==> config.mk <==
export PLATFORM = sky130hd
export DESIGN_NAME = lmk_uwire_master
export DESIGN_NICKNAME = d
export VERILOG_FILES = /design/src/rtl/lmk_uwire_master.sv
export SDC_FILE = /design/constraint.sdc
export NUM_CORES = 1
export LEC_CHECK = 0
export BUFFER_PORTS_ARGS = -buffer_cell sky130_fd_sc_hd__buf_2
export CAP_MARGIN = 20
export CELL_PAD_IN_SITES_DETAIL_PLACEMENT = 0
export CELL_PAD_IN_SITES_GLOBAL_PLACEMENT = 1
export CORE_ASPECT_RATIO = 1.75
export CORE_UTILIZATION = 42
export CTS_BUF_LIST = sky130_fd_sc_hd__clkbuf_2
export CTS_CLUSTER_SIZE = 12
export DETAILED_ROUTE_END_ITERATION = 8
export PLACE_DENSITY_LB_ADDON = 0.3
export SLEW_MARGIN = 20
export SYNTH_ARGS = -nofsm -noshare
export SYNTH_HDL_FRONTEND = slang
export SYNTH_SLANG_ARGS = --single-unit
==> constraint.sdc <==
create_clock -name clk -period 3.9 [get_ports clk]
set_input_delay 0.39 -clock clk [delete_from_list [all_inputs] [get_ports clk]]
set_output_delay 0.39 -clock clk [all_outputs]
set_load 0.02 [all_outputs]
==> src/rtl/lmk_uwire_master.sv <==
// MICROWIRE write master for the LMK01801 clock buffer.
// Define LMK_UWIRE_READBACK_EN to capture uwire_din into rdata.
module lmk_uwire_master #(
  parameter int unsigned DIV = 4
) (
  input  logic        clk,
  input  logic        rst_n,
  input  logic        start,
  input  logic [31:0] wdata,
  output logic        busy,
  output logic        done,
  output logic        uwire_clk,
  output logic        uwire_data,
  output logic        uwire_le,
  input  logic        uwire_din,
  output logic [31:0] rdata
);

  typedef enum logic [1:0] {
    IDLE,
    SHIFT,
    LATCH,
    GAP
  } state_e;

  localparam logic [7:0] RLD = 8'(DIV - 1);

  state_e      state_q, state_d;
  logic [7:0]  cnt_q, cnt_d;
  logic [4:0]  bit_q, bit_d;
  logic        ph_q, ph_d;
  logic [31:0] sh_q, sh_d;
  logic        busy_q, busy_d;
  logic        done_q, done_d;
  logic        clk_q, clk_d;
  logic        data_q, data_d;
  logic        le_q, le_d;
  logic        tick;
  logic        last;

  assign tick = (cnt_q == 8'd0);
  // last cycle of the high (second) half of a bit/LATCH/GAP slot
  assign last = tick & ph_q;

  always_ff @(posedge clk or negedge rst_n) begin
    if (!rst_n) begin
      state_q <= IDLE;
      cnt_q   <= 8'd0;
      bit_q   <= 5'd31;
      ph_q    <= 1'b0;
      sh_q    <= 32'd0;
      busy_q  <= 1'b0;
      done_q  <= 1'b0;
      clk_q   <= 1'b0;
      data_q  <= 1'b0;
      le_q    <= 1'b0;
    end else begin
      state_q <= state_d;
      cnt_q   <= cnt_d;
      bit_q   <= bit_d;
      ph_q    <= ph_d;
      sh_q    <= sh_d;
      busy_q  <= busy_d;
      done_q  <= done_d;
      clk_q   <= clk_d;
      data_q  <= data_d;
      le_q    <= le_d;
    end
  end

  always_comb begin
    state_d = state_q;
    cnt_d   = cnt_q;
    bit_d   = bit_q;
    ph_d    = ph_q;
    sh_d    = sh_q;
    unique case (state_q)
      IDLE: begin
        if (start) begin
          state_d = SHIFT;
          sh_d    = wdata;
          bit_d   = 5'd31;
          cnt_d   = RLD;
          ph_d    = 1'b0;
        end
      end
      default: begin
        if (!tick) begin
          cnt_d = cnt_q - 8'd1;
        end else begin
          cnt_d = RLD;
          ph_d  = ~ph_q;
        end
        if (last) begin
          unique case (state_q)
            SHIFT: begin
              if (bit_q == 5'd0) state_d = LATCH;
              else bit_d = bit_q - 5'd1;
            end
            LATCH:   state_d = GAP;
            default: state_d = IDLE;
          endcase
        end
      end
    endcase
  end

  // outputs are decoded from next-state so every pin comes straight off a flop
  always_comb begin
    busy_d = (state_d != IDLE);
    done_d = (state_q == GAP) & last;
    clk_d  = (state_d == SHIFT) & ph_d;
    data_d = (state_d == SHIFT) & sh_d[bit_d];
    le_d   = (state_d == LATCH);
  end

  assign busy       = busy_q;
  assign done       = done_q;
  assign uwire_clk  = clk_q;
  assign uwire_data = data_q;
  assign uwire_le   = le_q;

`ifdef LMK_UWIRE_READBACK_EN
  logic [31:0] rx_q, rx_d;
  logic [31:0] rd_q, rd_d;

  always_ff @(posedge clk or negedge rst_n) begin
    if (!rst_n) begin
      rx_q <= 32'd0;
      rd_q <= 32'd0;
    end else begin
      rx_q <= rx_d;
      rd_q <= rd_d;
    end
  end

  always_comb begin
    rx_d = rx_q;
    if ((state_q == SHIFT) && last) rx_d = {rx_q[30:0], uwire_din};
    rd_d = done_d ? rx_q : rd_q;
  end

  assign rdata = rd_q;
`else
  logic unused_din;
  assign unused_din = uwire_din;
  assign rdata      = 32'd0;
`endif

endmodule

Word-level counts from Yosys, hierarchy flattened
Cells that the tools add are included.
- bits in registers: 53
- input bits: 36
- output and inout port bits: 37
- logic and storage cells: 48
- add/sub/neg operators: 2
- $lt $le $gt $ge: 1
- equality and inequality tests: 6
- mux-type cells: 20
- bitwise operators: 5
- reduce and logical (&&, ||, !) cells: 4
- operator list (kind ; count):
    $mux 32 ; 2
    $mux 5 ; 5
    $mux 8 ; 3
    $logic_not 8->1 ; 1
    $mux 2 ; 4
    $sub 8x1->8 const B ; 1
    $eq 2x2->1 const B ; 3
    $lt 5x6->1 const B ; 1
    $bmux 1 s5 ; 1
    $logic_not 5->1 ; 1
    $sub 5x1->5 const B ; 1
    $and 1x1->1 ; 4
    $eq 2x1->1 const B ; 2
    $mux 1 ; 4
    $pmux 2 s2 ; 1
    $logic_not 2->1 ; 1
    $ne 2x2->1 const B ; 1
    $reduce_bool 2->1 ; 1
    $not 1->1 ; 1

Logic depth before layout (Yosys ltp)
- depth after elaboration: 8
- gate-level depth with buffers: 14

Worst setup path before layout
No wires, ideal clock.
- path type: reg-to-reg
- from: register cnt_q[5]
- to: register data_q (netlist: uwire_data)
- library setup time: 153 ps
- arrival: 2811 ps
- data required time: 3747 ps
- setup slack: 935 ps
- stages on the path, launching flop included: 13
- path through: dfrtp_1 > nor4_1 > and3_1 > ha_1 > and2_1 > buf_2 > a21oi_4 > o31ai_4 > mux2_4 > a211oi_1 > o211ai_1 > a2bb2oi_1 > o221ai_1
- cells in the longest elaborated chain, start to end: 7
- ends and longest elaborated chain (element ; RTL line ; RTL):
    from (decl) ; 29 ; logic [7:0] cnt_q, cnt_d;
    from (signal assigned) ; 59 ; cnt_q <= cnt_d;
    $logic_not 8->1 (*) ; 41 ; assign tick = (cnt_q == 8'd0);
    $and 1x1->1 (*) ; 43 ; assign last = tick & ph_q;
    $mux 5 ; 94 ; if (last) begin
    $mux 5 ; 77 ; unique case (state_q)
    $bmux 1 s5 ; 113 ; data_d = (state_d == SHIFT) & sh_d[bit_d];
    $mux 1 (implied by the code) ; 113 ;
    $and 1x1->1 (*) ; 113 ;
    via data_d ; 36 ; logic data_q, data_d;
    to (signal assigned) ; 66 ; data_q <= data_d;
    to (decl) ; 36 ;
Mark *: on every way through the listed nets, which the timed path passes. The rest lies on a longest branch. The select of a mux whose other input is x is not followed.
A chain may end at the register's enable or synchronous reset.

Worst setup path in the final report
Ends and elaborated chain as after synthesis.

==> impl_metrics.toml <==
[status]
status = "finished with violations"
violations = "hold timing"

[critical_path]
reg2reg_depth = 12
cp-start-kind = "flop"
crit_fanout = 9
required_ps = 4290
path_class = "reg2reg"
end_kind = "flop"
worstPathArrival_ps = 3810

[routing]
drt_pre_antenna_iters = 4
drc = 0
routed_wl_um = 6750
num_vias = 2546
viasPerCell = 5.17
first_iter_violations = 51
wl_per_cell_um = 13.7
drt.antenna.violating_nets = 0

[power]
power_density_nw_per_um2 = 277
vdd_ir_drop_max_mv = 0.220
cellLeakagePower_nw = 1.82

[layout]
seqCellArea_sq_um = 1330
final_cells = 492
fillers = 749
final_layout_size_suffix_gt1_frac = 0.200
multi_input_area_sq_um = 1610
area_growth_pct = 8.55
final_core_util = 0.475
final_nets = 449
final_cell_area_sq_um = 3460
antennaDiodeCount = 0

[sta]
holdWs_ps = -11.1
setup_viol = 0
finalWorstSetupSlack_ps = 484
period_share = 0.876
slew-limit-headroom = 0.546
fmax_ghz = 0.293
tns_ps = 0
rsz0062_at_grt = "no"
drv_slew = 0
layout_min_cycle_time_ps = 3420
worstMarginPinSlew_ps = 680
fin_worst_skew_ps = 14.6
hold_viol_final = 11

[hold_path]
min_path_type = "in2async"

[synthesis]
synth-seq-cells = 53
yosys_warnings = 0
syn_area_per_cell_sq_um = 8.79
yosysTopAreaCellShare = 0.376
postSynthCellCount = 363
synth_edf_count = 0
synth_area_leaders = "dfrtp_1 (38%), nand2_1 (12%), buf_4 (8.2%)"
synth.distinct_cells = 61
ys.flop_type = "dfrtp_1"
yosys-top-cells-count = "nand2_1 (106), dfrtp_1 (48), buf_4 (35)"
synthArstFlopShare = 1.00
syn_area_sq_um = 3190
yosys.area.top_type = "dfrtp_1"
yosysMostFrequentCell = "nand2_1"
ys_seq_area_frac = 0.418

[global_routing]
antenna_found_initial = 0
track_usage = 0.192
grt_pass1_wl_um = 11700
grt_pass1_vias = 2509
grt-ovfl-total = 0
grt_max_degree = 54

[cts]
cts_tree = "done"
cts_resized = 0
cts.sinks = 53
cts_buffer_depth = 2
cts_buffers = 5
cts-htree-levels = 2
path_clk_slew_ps = 270
postCtsSetupBuffers = 0
cts.hold.buffers_added = 0
clock_latency_ps = 460
clockRootBuffer = "clkbuf_2"

[floorplanning]
core_area_sq_um = 7280
die_area_sq_um = 7960
die_width_um = 67.9
ios = 73
die_height_um = 117
fp-row-count = 41
start_util = 0.438

[placement]
gp_congestion = 0.831
dp_hpwl_um = 5160
placed_area_sq_um = 3370
dp_cells = 484
pre_cts_slack_ps = 504
io_buffers = 39

[flow_run]
cap_violations = 0
[worst max-delay path, cell delays in order (launching register included)]
cell	delay, ps
dfrtp_1	490
nor4_1	450
and3_1	270
ha_1	270
nand2_1	230
nor3_1	430
o31ai_4	150
buf_4	190
nand3_1	60
o21ai_0	90
a211o_1	330
or2_0	210
o221ai_1	180
[stage by stage]
step / total power, W / hold slack (ps)
global placement: 0.000618 / 453
global route: 0.000999 / 20.6
detailed placement: 0.000618 / 459
finish: 0.000959 / -11.1
CTS: 0.000971 / 11.1
floorplan: 0.000613 / 94.4
[flip-flops by register name (all words and copies together) (netlist names)]
register and cells:
sh_q 32, cnt_q 8, bit_q 5, state_q 2, busy 1, done 1, ph_q 1, uwire_clk 1
uwire_data 1, uwire_le 1
[logic make-up (layout without fill, tap and decap cells)]
logic type,count (synthesis),after routing,synth area share
other cells,1,32,0.00118
buf+inv,57,69,0.113
fa+ha+maj,8,8,0.0314
flops,53,53,0.418
compound gates,61,61,0.151
mux,11,11,0.0365
simple gates,172,172,0.250
[power breakdown]
group	internal (W)	leakage, nW	switching, W
clock network	0.000171	0.0529	0.000179
registers	0.000551	0.687	0
logic	0.0000134	1.08	0.0000438
total	0.000736	1.82	0.000223
[per-layer routing]
layer	GRT usage	routed length, um	up-vias
li1	-	-	1271
met1	0.216	2610	1190
met2	0.335	3700	69
met3	0.0331	218	16
met4	0.0872	222	0
met5	0	0	-
[layout by cell type (no fill, tap or decap), drive strengths merged, types with 4 or more instances in the layout]
cell type  count
a21oi         11
a31oi          4
and2           5
buf           50
clkbuf         5
conb          32
dfrtp         48
dfstp          5
ha             8
inv           11
mux2i          9
nand2        106
nand3         10
nor2          13
nor2b          5
nor3           4
nor4           9
o21ai         15
o221ai         4
o31ai          6
or2            6
[final cells by class]
type	instances	share of cell area
Multi-Input combinational cell	284	0.466
Sequential cell	53	0.385
Clock buffer	5	0.00723
Clock inverter	3	0.0188
Inverter	11	0.0119
Tap cell	86	0.0311
Timing Repair Buffer	50	0.0802
[path summary, 6_finish.rpt]
kind | from | to | slack [ps]
setup / recovery | cnt_q[5] | uwire_data | 480
hold / removal | rst_n | cnt_q[5] | -10
setup reg to reg | cnt_q[5] | uwire_data | 480
hold reg to reg | sh_q[15] | sh_q[15] | 510
max in group asynchronous | rst_n | uwire_le | 3440
min in group clk | wdata[18] | sh_q[18] | 90
No activity file was read; power rests on OpenSTA's default activity.
